<file path="src/rtl/mem_arb_pkg.sv">
// rtl/mem_arb_pkg.sv - shared state type and constants for mem_arbiter_2m
package mem_arb_pkg;

  typedef enum logic [1:0] {
    IDLE = 2'd0,
    REQ  = 2'd1,
    RESP = 2'd2
  } arb_state_e;

  localparam logic [31:0] TIMEOUT_RDATA = 32'hdeadbeef;
  localparam int          WAIT_CNT_W    = 16;

endpackage

</file>
<file path="src/rtl/mem_arbiter_2m_rr_pick2.sv">
// rtl/mem_arbiter_2m_rr_pick2.sv - combinational 2-way round-robin pick
module rr_pick2 (
  input  logic req0_i,
  input  logic req1_i,
  input  logic last_i,
  output logic win_o,
  output logic any_o
);

  assign any_o = req0_i | req1_i;
  // On a tie the master that was not granted last time wins.
  assign win_o = (req0_i & req1_i) ? ~last_i : req1_i;

endmodule

</file>
<file path="src/rtl/mem_arbiter_2m.sv">
// rtl/mem_arbiter_2m.sv - two-master round-robin arbiter for a picorv32 native memory port
// Optional slave-wait timeout enabled by defining MEM_ARBITER_2M_TIMEOUT_EN.
module mem_arbiter_2m
  import mem_arb_pkg::*;
#(
  parameter int unsigned ADDR_W         = 32,
  parameter int unsigned TIMEOUT_CYCLES = 255
) (
  input  logic              clk,
  input  logic              resetn,
  input  logic              m0_valid,
  input  logic              m0_instr,
  input  logic [ADDR_W-1:0] m0_addr,
  input  logic [31:0]       m0_wdata,
  input  logic [3:0]        m0_wstrb,
  output logic              m0_ready,
  output logic [31:0]       m0_rdata,
  input  logic              m1_valid,
  input  logic              m1_instr,
  input  logic [ADDR_W-1:0] m1_addr,
  input  logic [31:0]       m1_wdata,
  input  logic [3:0]        m1_wstrb,
  output logic              m1_ready,
  output logic [31:0]       m1_rdata,
  output logic              s_valid,
  output logic              s_instr,
  output logic [ADDR_W-1:0] s_addr,
  output logic [31:0]       s_wdata,
  output logic [3:0]        s_wstrb,
  input  logic              s_ready,
  input  logic [31:0]       s_rdata,
  output logic              grant,
  output logic              timeout_err
);

  arb_state_e        state_q;
  logic              s_valid_q;
  logic              s_instr_q;
  logic [ADDR_W-1:0] s_addr_q;
  logic [31:0]       s_wdata_q;
  logic [3:0]        s_wstrb_q;
  logic              m0_ready_q;
  logic              m1_ready_q;
  logic [31:0]       m0_rdata_q;
  logic [31:0]       m1_rdata_q;
  logic              grant_q;
  logic              timeout_err_q;

  logic              win_d;
  logic              any_req;
  logic              timed_out;
  logic [31:0]       rsp_data;

  rr_pick2 u_pick (
    .req0_i (m0_valid),
    .req1_i (m1_valid),
    .last_i (grant_q),
    .win_o  (win_d),
    .any_o  (any_req)
  );

`ifdef MEM_ARBITER_2M_TIMEOUT_EN
  localparam logic [WAIT_CNT_W-1:0] WAIT_LAST = WAIT_CNT_W'(TIMEOUT_CYCLES - 1);

  logic [WAIT_CNT_W-1:0] wait_cnt_q;

  // Held at zero outside REQ so every new request starts a fresh count.
  always_ff @(posedge clk or negedge resetn) begin
    if (!resetn) begin
      wait_cnt_q <= '0;
    end else if (state_q != REQ) begin
      wait_cnt_q <= '0;
    end else if (!s_ready) begin
      wait_cnt_q <= wait_cnt_q + 1'b1;
    end
  end

  assign timed_out = (state_q == REQ) && !s_ready && (wait_cnt_q == WAIT_LAST);
`else
  assign timed_out = 1'b0;
`endif

  // A real s_ready always beats a timeout on the same edge.
  assign rsp_data = !s_ready           ? TIMEOUT_RDATA :
                    (s_wstrb_q == 4'd0) ? s_rdata       : 32'd0;

  always_ff @(posedge clk or negedge resetn) begin
    if (!resetn) begin
      state_q       <= IDLE;
      s_valid_q     <= 1'b0;
      s_instr_q     <= 1'b0;
      s_addr_q      <= '0;
      s_wdata_q     <= 32'd0;
      s_wstrb_q     <= 4'd0;
      m0_ready_q    <= 1'b0;
      m1_ready_q    <= 1'b0;
      m0_rdata_q    <= 32'd0;
      m1_rdata_q    <= 32'd0;
      grant_q       <= 1'b1;
      timeout_err_q <= 1'b0;
    end else begin
      timeout_err_q <= 1'b0;
      unique case (state_q)
        IDLE: begin
          if (any_req) begin
            s_valid_q <= 1'b1;
            grant_q   <= win_d;
            s_instr_q <= win_d ? m1_instr : m0_instr;
            s_addr_q  <= win_d ? m1_addr  : m0_addr;
            s_wdata_q <= win_d ? m1_wdata : m0_wdata;
            s_wstrb_q <= win_d ? m1_wstrb : m0_wstrb;
            state_q   <= REQ;
          end
        end
        REQ: begin
          if (s_ready || timed_out) begin
            s_valid_q     <= 1'b0;
            timeout_err_q <= !s_ready;
            if (grant_q) begin
              m1_ready_q <= 1'b1;
              m1_rdata_q <= rsp_data;
            end else begin
              m0_ready_q <= 1'b1;
              m0_rdata_q <= rsp_data;
            end
            state_q <= RESP;
          end
        end
        RESP: begin
          m0_ready_q <= 1'b0;
          m1_ready_q <= 1'b0;
          state_q    <= IDLE;
        end
        default: state_q <= IDLE;
      endcase
    end
  end

  assign s_valid     = s_valid_q;
  assign s_instr     = s_instr_q;
  assign s_addr      = s_addr_q;
  assign s_wdata     = s_wdata_q;
  assign s_wstrb     = s_wstrb_q;
  assign m0_ready    = m0_ready_q;
  assign m1_ready    = m1_ready_q;
  assign m0_rdata    = m0_rdata_q;
  assign m1_rdata    = m1_rdata_q;
  assign grant       = grant_q;
  assign timeout_err = timeout_err_q;

endmodule
</file>
<file path="config.mk">
export PLATFORM = sky130hd
export DESIGN_NAME = mem_arbiter_2m
export DESIGN_NICKNAME = d
export VERILOG_FILES = /design/src/rtl/mem_arb_pkg.sv /design/src/rtl/mem_arbiter_2m_rr_pick2.sv /design/src/rtl/mem_arbiter_2m.sv
export SDC_FILE = /design/constraint.sdc
export NUM_CORES = 1
export LEC_CHECK = 0
export BUFFER_PORTS_ARGS = -buffer_cell sky130_fd_sc_hd__buf_2
export CORE_MARGIN = 2
export CORE_UTILIZATION = 45
export DETAILED_ROUTE_END_ITERATION = 10
export PLACE_DENSITY = 0.8
export SLEW_MARGIN = 20
export SYNTH_ARGS = -nofsm -noshare
export SYNTH_HDL_FRONTEND = slang
export SYNTH_SLANG_ARGS = --single-unit
</file>
<file path="constraint.sdc">
create_clock -name clk -period 2 [get_ports clk]
set_input_delay 0.1 -clock clk [delete_from_list [all_inputs] [get_ports clk]]
set_output_delay 0.1 -clock clk [all_outputs]
set_load 0.02 [all_outputs]
</file>
Yosys cells after proc, flatten, opt, wreduce, memory -nomap -nowiden

Cells that the tools add are included.

Register bits after elaboration: 140
Input port bits: 175
Output and inout port bits: 138
Word-level logic and storage cells: 53

Equality and inequality tests: 6
Muxes and demuxes: 20
Bitwise operators: 3
Reduce and logical (&&, ||, !) cells: 12

Operator list:

| kind                 | number |
|---|---|
| $mux W32             | 3 |
| $reduce_and A3 Y1    | 5 |
| $mux W1              | 10 |
| $ne A2 B2 Y1 const B | 4 |
| $pmux W1 S2          | 3 |
| $logic_not A4 Y1     | 1 |
| $mux W2              | 2 |
| $mux W4              | 1 |
| $pmux W2 S2          | 1 |
| $reduce_and A2 Y1    | 2 |
| $reduce_bool A2 Y1   | 2 |
| $eq A2 B1 Y1 const B | 1 |
| $eq A2 B2 Y1 const B | 1 |
| $logic_not A2 Y1     | 1 |
| $and A1 B1 Y1        | 1 |
| $logic_not A1 Y1     | 1 |
| $not A1 Y1           | 1 |
| $or A1 B1 Y1         | 1 |

Longest topological paths before layout

Gate-level depths: netlist of run 1.

Word-level depth: 3
Gate-level depth with buffers: 5
Mapped depth without buffers: 3

Cells and area by module

A second synthesis of run 1 with hierarchy kept.

Cells, all modules: 565
Area, all modules: 5815.6 µm²

Modules (own cells, without submodules):

| module         | instances | cells an instance | area an instance (µm²) | seq. area each (µm²) |
|---|---|---|---|---|
| mem_arbiter_2m | 1         | 563               | 5801.8                 | 3479.6 |
| rr_pick2       | 1         | 2                 | 13.8                   | 0.0 |

Worst setup path after synthesis of run 1

Ideal clock, no wire load.

Path kind: register to register
Start point: register grant_q, in the netlist grant
End point: register s_addr_q[0], in the netlist s_addr[0]
Library setup time: 0.125 ns
Data arrival time: 1.567 ns
Data required time: 1.875 ns
Path slack: 0.308 ns
Cell stages (with the launch flop): 6
Path buffers: 2
Clock period less this slack: 1.692 ns
Cell sequence: dfstp_2 a21bo_1 buf_6 buf_6 mux2_4 mux2_2

Longest elaborated chain between the ends: 3

Ends and longest elaborated chain:

| what                   | RTL line                      | RTL |
|---|---|---|
| from (decl)            | mem_arbiter_2m.sv:46          | `logic grant_q;` |
| from (signal assigned) | mem_arbiter_2m.sv:107         | `grant_q <= win_d;` |
| $not A1 Y1             | mem_arbiter_2m_rr_pick2.sv:12 | `assign win_o = (req0_i & req1_i) ? ~last_i : req1_i;` |
| $mux W1                | mem_arbiter_2m_rr_pick2.sv:12 |  |
| $mux W32               | mem_arbiter_2m.sv:109         | `s_addr_q <= win_d ? m1_addr : m0_addr;` |
| to (signal assigned)   | mem_arbiter_2m.sv:109         |  |
| to (decl)              | mem_arbiter_2m.sv:39          | `logic [ADDR_W-1:0] s_addr_q;` |

No other way between the ends.
A chain may end at the register's enable or synchronous reset.

Worst setup path after layout of run 1

Start point: register grant_q, in the netlist grant
End point: register s_addr_q[12], in the netlist s_addr[12]

Same word-level chain as after synthesis.

==> impl_metrics.py, run 1 <==
metrics = {
    "run_status": {
        "status": "complete, no violations",
    },
    "yosys": {
        "synthArstFlopShare_pct": 100.0,
        "synth-xor-area-share_pct": 0,
        "ys.flop_type": "dfrtp_1",
        "muxShareOfSynthArea_pct": 28.93,
        "synthTopCellsByCount": "dfrtp_1 (138), nand2_1 (100), mux2_2 (69), mux2_4 (69), o21ai_0 (59)",
        "synth_cell_types": 23,
        "yosys-top-cells-area": "dfrtp_1 (55%), mux2_4 (16%), mux2_2 (12%), nand2_1 (6.0%), o21ai_0 (4.7%)",
        "synthAdderAreaFrac_pct": 0,
        "yosys_warnings": 0,
        "synth_top_family_by_area": "multiplexers",
        "synth-seq-area-share_pct": 55.21,
        "syn_area_per_cell_sq_um": 12.86,
        "synth.ff_latch_count": 139,
        "yosys.area_share.simple_pct": 6.949,
        "syn_area_sq_mm": 0.006302,
        "synth_compound_area_share_pct": 5.479,
        "synthCells": 490,
        "synth-edff-count": 0,
        "yosysTopAreaCell": "dfrtp_1",
        "synth_top_area_share_pct": 54.79,
        "synth_most_common_cell": "dfrtp_1",
        "syn_nets": 665,
    },
    "route": {
        "wl_um": 16240,
        "wl_per_cell_um": 15.83,
        "drc_errors": 0,
        "via_count": 5012,
        "viasPerCell": 4.885,
        "drt_iter0_markers": 191,
        "dr.pass1.iters": 4,
        "ant_nets": 0,
    },
    "power_and_ir_drop": {
        "peakVddDrop_mv": 0.8631,
        "powerDensity_mw_per_mm2": 1456,
        "power_leakage_nw": 4.660,
    },
    "global_route": {
        "grt_pass1_vias": 5034,
        "grt-ovfl-total": 0,
        "grt_pass1_wl_um": 24500,
        "grt_usage_pct": 21.29,
        "antenna_found_initial": 1,
        "grt_max_degree": 66,
    },
    "cells_and_area": {
        "fillers": 1047,
        "nets": 1007,
        "design_area_sq_mm": 0.009026,
        "area_delta_synth_final_pct": 43.22,
        "layout-drive-gt1-share_pct": 58.70,
    },
    "setup_path": {
        "critPathSlowestCell": "dfstp_2",
        "crit_type": "register to register",
        "crit_chain": "a21bo_4 > buf_12 > mux2_4 > mux2_2",
        "cp-end-kind": "register",
        "critPathMaxStageDelay_ns": 0.56,
        "worst-endpoint-required_ns": 2.29,
        "path_max_fanout": 28,
        "critPathArrivalTime_ns": 2.00,
        "startpoint_type": "register",
    },
    "worst_hold_path": {
        "min_path_type": "primary input to register",
    },
    "sta": {
        "drv_slew": 0,
        "min_period_ns": 1.711,
        "holdWs_ns": 0.04390,
        "fin_setup_tns_ns": 0,
        "period_share_pct": 85.56,
        "skew_ns": 0.007084,
        "hold_viol_final": 0,
        "max_freq_ghz": 0.5844,
        "setup_viol": 0,
        "worst_slack_ns": 0.2889,
        "rsz0062_at_grt": "no",
    },
    "clocking": {
        "root_buffer": "clkbuf_16",
        "cts_tree": "done",
        "insertion_delay_ns": 0.41,
        "clock-sinks": 139,
        "clk_pin_slew_ns": 0.06,
        "cts_made_buffers": 17,
        "htreeDepth": 4,
        "cts_resized": 0,
        "cts.path.max_buffers": 2,
    },
    "placed_design": {
        "post_dp_cell_area_sq_mm": 0.008098,
        "gp_congestion": 0.8433,
        "post-dp-hpwl_um": 11520,
        "pre_cts_slack_ns": 0.2704,
        "io_buffers": 311,
    },
    "die": {
        "num_rows": 43,
        "fp.dieH_um": 122.3,
        "core_area_sq_mm": 0.01377,
        "initial_core_util_pct": 45.76,
        "die-area_sq_mm": 0.01497,
        "fp.dieW_um": 122.3,
        "io-pin-count": 313,
    },
    "job": {
        "cap_viol_max_count": 0,
    },
}
[report_power, final]
| group | total [W] | internal, W | switching [W] |
|---|---|---|---|
| logic | 0.00549 | 0.00238 | 0.00311 |
| clock network | 0.00309 | 0.00187 | 0.00121 |
| registers | 0.00456 | 0.00393 | 0.000626 |
[state kept, by name, indices dropped and copies added (netlist names)]
name,count
s_wdata,32
m0_rdata,32
grant,1
m0_ready,1
s_valid,1
s_wstrb,4
s_addr,32
state_q,2
m1_ready,1
s_instr,1
m1_rdata,32
[cell type report]
class,count,area (sq um),area share [%]
Sequential cell,139,3480,38.55
Multi-Input combinational cell,315,2636,29.21
Timing Repair Buffer,356,2086,23.11
Clock buffer,19,442.9,4.907
Tap cell,180,225.2,2.495
Clock inverter,13,142.6,1.580
Inverter,3,11.26,0.1248
Antenna cell,1,2.502,0.02772
[final timing paths]
check | from | to | slack, ns | cells past startpoint
min in group asynchronous | resetn | m1_rdata[21] | 0.21 | 2
min reg2reg | m0_ready | m0_ready | 0.47 | 2
max in group asynchronous | resetn | grant | 1.07 | 3
min | m1_instr | s_instr | 0.04 | 3
max reg2reg | grant | s_addr[12] | 0.29 | 4
max | grant | s_addr[12] | 0.29 | 4
[kinds of logic (layout without fill, tap and decap cells)]
family | count (synthesis) | after routing
other | 1 | 2
multiplexers | 139 | 139
flip-flops | 139 | 139
buffers and inverters | 36 | 391
AND/OR/NAND/NOR | 108 | 108
AO/OA/AOI/OAI | 67 | 67
[timing repair]
action                     4_1_cts  5_1_grt
hold buffers                    34        0
setup endpoints to repair        0        0
buffers inserted                 0        0
hold endpoints to repair       111        0
[routing by layer]
| layer | share of wire, % | up-vias | track usage (%) |
|---|---|---|---|
| met5 | 0 | - | 0 |
| met4 | 2.5 | 0 | 9.124 |
| li1 | - | 2369 | - |
| met3 | 7.8 | 34 | 7.110 |
| met1 | 37 | 2386 | 22.65 |
| met2 | 53 | 223 | 38.33 |
[through the flow]
| step | util [%] | total power (W) | std cells |
|---|---|---|---|
| 2_1_floorplan | - | 0.008083 | 490 |
| 3_3_place_gp | 58.79 | 0.009926 | 959 |
| 3_5_place_dp | 58.79 | 0.01007 | 959 |
| 4_1_cts | 65.52 | 0.01324 | 1025 |
| 5_1_grt | 65.52 | 0.01386 | 1025 |
| 6_report | 65.53 | 0.01314 | 1026 |
[critical path, delay by kind of cell (launching register included)]
kind	cells	cell delay [ns]
DFF	1	0.56
AOI/OAI and AO/OA	1	0.18
buffers and inverters	1	0.24
muxes	2	0.59
[placed cells by master (no fill, tap or decap), drive strengths merged]
| master | Yosys | routed |
|---|---|---|
| buf | 21 | 322 |
| dfrtp | 138 | 138 |
| mux2 | 138 | 138 |
| nand2 | 100 | 100 |
| o21ai | 64 | 64 |
| dlygate4sd3 | 0 | 34 |
| clkbuf | 12 | 19 |
| clkinvlp | 0 | 5 |
| inv | 3 | 5 |
| clkinv | 0 | 4 |
| nor2 | 2 | 2 |
| nand2b | 2 | 2 |
| o21bai | 2 | 2 |
| bufinv | 0 | 2 |
| diode | 0 | 1 |
| a21bo | 1 | 1 |
| nor3 | 1 | 1 |
| nor4 | 1 | 1 |
| nand4bb | 1 | 1 |
| nand4b | 1 | 1 |
| mux2i | 1 | 1 |
| conb | 1 | 1 |
| dfstp | 1 | 1 |
Power figures use the tool's default switching activity.
==> inputs of run 2 (changes only) <==
--- a/config.mk
+++ b/config.mk
@@ -9,6 +9,7 @@
 export CORE_MARGIN = 2
 export CORE_UTILIZATION = 45
 export DETAILED_ROUTE_END_ITERATION = 10
+export MAX_ROUTING_LAYER = met4
 export PLACE_DENSITY = 0.8
 export SLEW_MARGIN = 20
 export SYNTH_ARGS = -nofsm -noshare
==> run 2 against run 1 <==
  * Power hardly changed
  * Flip-flop and latch count stayed put
  * Core utilization stayed put
  * Clock power hardly changed
  * Critical path type unchanged
  * Global-route usage is 0.69 points higher
  * Critical endpoint unchanged
  * Sequential power hardly changed
  * Via count is 0.44% higher
  * Register-to-register slack hardly changed
  * Worst hold slack hardly changed
==> impl_metrics.py, run 2 (synthesis results as in run 1) <==
metrics = {
    "run_status": {
        "status": "complete, no violations",
    },
    "cells_and_area": {
        "layout_common_cells": "buf_2 (310), dfrtp_1 (138), nand2_1 (100), mux2_4 (69), mux2_2 (69)",
        "nets": 1007,
        "fillers": 1047,
        "area_delta_synth_final_pct": 43.22,
        "layout-drive-gt1-share_pct": 58.70,
        "final_common_cell": "buf_2",
    },
    "sta": {
        "hold_viol_final": 0,
        "fin_setup_tns_ns": 0,
        "skew_ns": 0.009584,
        "period_share_pct": 85.42,
        "max_freq_ghz": 0.5854,
        "rsz0062_at_grt": "no",
        "min_period_ns": 1.708,
        "worst_slack_ns": 0.2916,
        "drv_slew": 0,
        "setup_viol": 0,
    },
    "global_route": {
        "grt_pass1_wl_um": 24490,
        "antenna_found_initial": 1,
        "grt_pass1_vias": 5031,
        "grt_usage_pct": 21.98,
        "grt_max_degree": 66,
        "grt-ovfl-total": 0,
    },
    "route": {
        "viasPerCell": 4.906,
        "drc_errors": 0,
        "via_count": 5034,
        "wl_per_cell_um": 15.84,
        "ant_nets": 0,
        "drt_iter0_markers": 230,
        "dr.pass1.iters": 4,
        "wl_um": 16260,
    },
    "setup_path": {
        "startpoint_type": "register",
        "crit_type": "register to register",
        "critPathMaxStageDelay_ns": 0.56,
        "crit_chain": "a21bo_4 > buf_12 > mux2_4 > mux2_2",
        "critPathArrivalTime_ns": 2.00,
        "critPathSlowestCell": "dfstp_2",
        "worst-endpoint-required_ns": 2.29,
        "cp-end-kind": "register",
        "path_max_fanout": 28,
    },
    "die": {
        "fp.dieH_um": 122.3,
        "io-pin-count": 313,
        "die-area_sq_mm": 0.01497,
        "num_rows": 43,
        "core_area_sq_mm": 0.01377,
        "initial_core_util_pct": 45.76,
        "fp.dieW_um": 122.3,
    },
    "clocking": {
        "root_buffer": "clkbuf_16",
        "insertion_delay_ns": 0.41,
        "cts_tree": "done",
        "postCtsSetupBuffers": 0,
        "htreeDepth": 4,
        "cts.path.max_buffers": 2,
        "clk_pin_slew_ns": 0.06,
        "cts_made_buffers": 17,
        "clock-sinks": 139,
    },
    "power_and_ir_drop": {
        "finalPower_w": 0.01314,
        "peakVddDrop_mv": 0.8617,
        "power_leakage_nw": 4.660,
        "powerDensity_mw_per_mm2": 1456,
    },
    "worst_hold_path": {
        "min_path_type": "primary input to register",
    },
    "job": {
        "cap_viol_max_count": 0,
    },
    "placed_design": {
        "io_buffers": 311,
        "gp_congestion": 0.8565,
        "post-dp-hpwl_um": 11520,
        "pre_cts_slack_ns": 0.2704,
    },
}
[run 2: cell counts in the layout (fill, tap and decap cells not counted)]
No cell type changed its count.
[run 2: cell type report]
class	count	area (sq um)	area share [%]
clock buffer	19	442.9	4.907
sequential	139	3480	38.55
tap	180	225.2	2.495
clock inverter	13	142.6	1.580
inverter	3	11.26	0.1248
antenna	1	2.502	0.02772
multi-input combinational	315	2636	29.21
timing repair buffer	356	2086	23.11
[run 2: timing repair]
item                      CTS  global route
hold endpoints to repair  111             0
gates resized for setup     0             0
hold buffers               34             0
[run 2: report_power, final]
group	switching [W]	internal [W]	total [W]
Sequential	0.000624	0.00394	0.00456
Combinational	0.00311	0.00238	0.00549
Clock	0.00121	0.00187	0.00308
Total	0.00494	0.00819	0.0131
[run 2: stage by stage]
stage | std cells | area (sq um) | hold slack, ns | utilization [%]
2_1_floorplan | 490 | 6302 | -0.1956 | -
3_3_place_gp | 959 | 8098 | 0.05779 | 58.79
3_5_place_dp | 959 | 8098 | 0.05739 | 58.79
4_1_cts | 1025 | 9024 | 0.02189 | 65.52
5_1_grt | 1026 | 9026 | 0.02323 | 65.53
6_report | 1026 | 9026 | 0.04347 | 65.53
[run 2: path summary, 6_finish.rpt]
check                         start      endpoint  slack (ns)  cells past startpoint
min reg2reg                m0_ready      m0_ready        0.47                      2
max in group asynchronous    resetn         grant        1.07                      3
min                        m1_instr       s_instr        0.04                      3
max reg2reg                   grant    s_addr[12]        0.29                      4
min in group asynchronous    resetn  m1_rdata[22]        0.20                      2
max                           grant    s_addr[12]        0.29                      4
[run 2: per-layer routing]
metal  track usage [%]  wire length [um]
met1             23.32              6072
met2             38.54              8601
met3             6.227              1181
met4             8.908               401
met5                 -                 0
[run 2: critical path: cells and delay by family, from the launching register on]
family	cells	cell delay [ns]
flip-flops	1	0.56
multiplexers	2	0.59
buffers and inverters	1	0.24
AO/OA/AOI/OAI	1	0.18
==> inputs of run 3 (changes only) <==
--- a/config.mk
+++ b/config.mk
@@ -6,12 +6,13 @@
 export NUM_CORES = 1
 export LEC_CHECK = 0
 export BUFFER_PORTS_ARGS = -buffer_cell sky130_fd_sc_hd__buf_2
-export CORE_MARGIN = 2
-export CORE_UTILIZATION = 45
+export CORE_AREA = 2 2 121 123
 export DETAILED_ROUTE_END_ITERATION = 10
+export DIE_AREA = 0 0 123 125
 export MAX_ROUTING_LAYER = met4
-export PLACE_DENSITY = 0.8
+export PLACE_DENSITY = 0.76
 export SLEW_MARGIN = 20
 export SYNTH_ARGS = -nofsm -noshare
 export SYNTH_HDL_FRONTEND = slang
+export SYNTH_HIERARCHICAL = 1
 export SYNTH_SLANG_ARGS = --single-unit
==> run 3 against run 2 <==
  * Cell count rose by 18%
  * Sequential share of layout area is 2.6 points lower
  * Via count increased by 20%
  * Synthesized cell count increased by 15%
  * Clock power decreased by 1%
  * Cell area is 7.2% higher
  * Routed wire length grew 26%
  * Worst hold slack lost 0.027 ns
  * Combinational power decreased by 18%
  * First-iteration DRC count up 66%
  * Global-route usage grew 5.1 points
  * Clock skew is 0.00054 ns higher
  * Highest routed layer unchanged
==> impl_metrics.py, run 3 <==
metrics = {
    "run_status": {
        "status": "complete, no violations",
    },
    "cells_and_area": {
        "fillers": 967,
        "layout-drive-gt1-share_pct": 35.15,
        "final_common_cell": "buf_2",
        "layout_common_cells": "buf_2 (310), dlygate4sd3_1 (145), dfrtp_1 (138), nand2_1 (100), nor2_1 (70)",
        "area_delta_synth_final_pct": 66.42,
        "insertedDiodeCount": 0,
        "nets": 1189,
        "fin_util_pct": 68.14,
    },
    "sta": {
        "min_period_ns": 1.948,
        "hold_viol_final": 0,
        "max_freq_ghz": 0.5135,
        "holdWs_ns": 0.01624,
        "fin_setup_tns_ns": 0,
        "setup_viol": 0,
        "skew_ns": 0.01012,
        "period_share_pct": 97.38,
        "worst_slack_ns": 0.05249,
        "drv_slew": 0,
    },
    "setup_path": {
        "worst-endpoint-required_ns": 2.33,
        "startpoint_type": "register",
        "cp-end-kind": "register",
        "r2r_slack_ns": 0.05,
        "rr_startpoint": "grant",
        "crit_type": "register to register",
        "reg2reg_to": "s_addr[14]",
        "path_max_fanout": 8,
        "reg2reg_depth": 6,
        "critPathArrivalTime_ns": 2.28,
    },
    "yosys": {
        "synth.ff_latch_count": 139,
        "synth_top_area_share_pct": 59.38,
        "ys.flop_type": "dfrtp_1",
        "yosys.area_share.simple_pct": 12.26,
        "muxShareOfSynthArea_pct": 12.07,
        "synthCells": 565,
        "synth-seq-area-share_pct": 59.83,
        "yosysTopAreaCell": "dfrtp_1",
        "synth_most_common_cell": "dfrtp_1",
        "synthAdderAreaFrac_pct": 0,
        "synth_top_family_by_area": "simple AND/OR/NAND/NOR gates",
        "synth-xor-area-share_pct": 0,
        "syn_nets": 740,
        "yosys-top-cells-area": "dfrtp_1 (59%), mux2i_1 (12%), nand2_1 (6.5%), a21oi_1 (5.9%), o21ai_0 (4.6%)",
        "synth_compound_area_share_pct": 11.83,
        "yosys_warnings": 6,
        "synthTopCellsByCount": "dfrtp_1 (138), nand2_1 (100), nor2_1 (70), a21oi_1 (69), mux2i_1 (69)",
        "syn_area_sq_mm": 0.005816,
        "synthArstFlopShare_pct": 100.0,
        "synth_cell_types": 25,
        "syn_area_per_cell_sq_um": 10.29,
        "synth-edff-count": 0,
    },
    "power_and_ir_drop": {
        "power_leakage_nw": 4.776,
        "peakVddDrop_mv": 0.6887,
        "powerDensity_mw_per_mm2": 1210,
    },
    "global_route": {
        "grt_pass1_vias": 6080,
        "grt_pass1_wl_um": 30950,
        "grt_usage_pct": 27.08,
        "antenna_found_initial": 0,
        "grt_max_degree": 75,
        "grt-ovfl-total": 0,
    },
    "clocking": {
        "cts_made_buffers": 17,
        "insertion_delay_ns": 0.42,
        "root_buffer": "clkbuf_16",
        "cts.path.max_buffers": 2,
        "clock-sinks": 139,
        "htreeDepth": 4,
        "cts_tree": "done",
        "clk_pin_slew_ns": 0.06,
    },
    "route": {
        "drt_iter0_markers": 381,
        "wl_per_cell_um": 16.94,
        "ant_nets": 0,
        "wl_um": 20520,
        "viasPerCell": 4.970,
        "drc_errors": 0,
        "dr.pass1.iters": 5,
        "via_count": 6019,
    },
    "placed_design": {
        "io_buffers": 311,
        "gp_congestion": 0.8500,
        "post-dp-hpwl_um": 11300,
        "pre_cts_slack_ns": 0.4598,
    },
    "worst_hold_path": {
        "min_path_cells": 3,
        "hold_end": "s_addr[11]",
        "hp-start": "m1_addr[11]",
        "min_path_type": "primary input to register",
    },
    "die": {
        "initial_core_util_pct": 40.94,
        "num_rows": 44,
        "core_area_sq_mm": 0.01420,
        "fp.dieH_um": 125,
        "die-area_sq_mm": 0.01538,
        "io-pin-count": 313,
        "fp.dieW_um": 123,
    },
    "job": {
        "cap_viol_max_count": 0,
    },
}
[run 3: changes by cell type after synthesis, sizes merged, moves of 2 or more]
| cell | change |
|---|---|
| mux2i | +68 |
| clkbuf | -3 |
| inv | -2 |
| nor2 | +68 |
| a21oi | +69 |
| buf | +11 |
| mux2 | -137 |
[run 3: metal layers]
layer | GRT usage, % | share of wire, %
met1 | 29.14 | 36
met4 | 13.57 | 5.4
met5 | - | 0
met3 | 6.980 | 8.3
met2 | 45.73 | 50
[run 3: cell type report]
cell class	count	area (sq um)	area share, %
flip-flops and latches	139	3480	35.95
inverters	1	3.754	0.03878
clock buffers	25	475.5	4.913
clock inverters	7	92.59	0.9567
multi-input cells	384	2141	22.12
repair buffers	471	3256	33.64
well taps	184	230.2	2.379
[run 3: what timing repair did]
| action | in CTS | in global routing |
|---|---|---|
| endpoints found under the setup margin | 0 | 41 |
| buffers inserted | 0 | 1 |
| hold endpoints to repair | 172 | 0 |
| gates resized for setup | 0 | 8 |
| hold buffers | 145 | 0 |
[run 3: kinds of logic (layout without fill, tap and decap cells)]
kind of cell           count (synthesis)  after routing
other                                  1              1
multiplexers                          70             70
buffers and inverters                 42            504
AND/OR/NAND/NOR                      177            177
AO/OA/AOI/OAI                        136            136
flip-flops                           139            139
[run 3: how the worst max path moves through the flow]
stage	start	end	slack (ns)	depth (start not counted)
finish	grant	s_addr[14]	0.05	6
floorplan	grant	m0_rdata[10]	0.60	5
detailed placement	state_q[0]	s_wdata[1]	0.46	4
global placement	state_q[0]	s_wstrb[0]	0.52	4
CTS	grant	s_wdata[2]	0.05	5
global route	grant	s_wdata[30]	-0.003	6
[run 3: stage by stage]
| step | instances | total power (W) | cell area [sq um] |
|---|---|---|---|
| 3_5_place_dp | 1030 | 0.008066 | 7576 |
| 5_1_grt | 1211 | 0.01225 | 9678 |
| 3_3_place_gp | 1030 | 0.007969 | 7576 |
| 4_1_cts | 1207 | 0.01146 | 9595 |
| 6_report | 1211 | 0.01171 | 9678 |
| 2_1_floorplan | 565 | 0.006515 | 5816 |
[run 3: power by group]
group	switching [W]	total, W	internal (W)
Clock	0.00114	0.00304	0.00190
Sequential	0.000522	0.00416	0.00364
Combinational	0.00282	0.00451	0.00169
[run 3: critical path: stages (launching register included)]
cell and delay, ns:
dfstp_2 0.57, a21boi_4 0.07, buf_12 0.14, clkbuf_16 0.17, mux2i_1 0.13, dlygate4sd3_1 0.57, a21oi_1 0.20
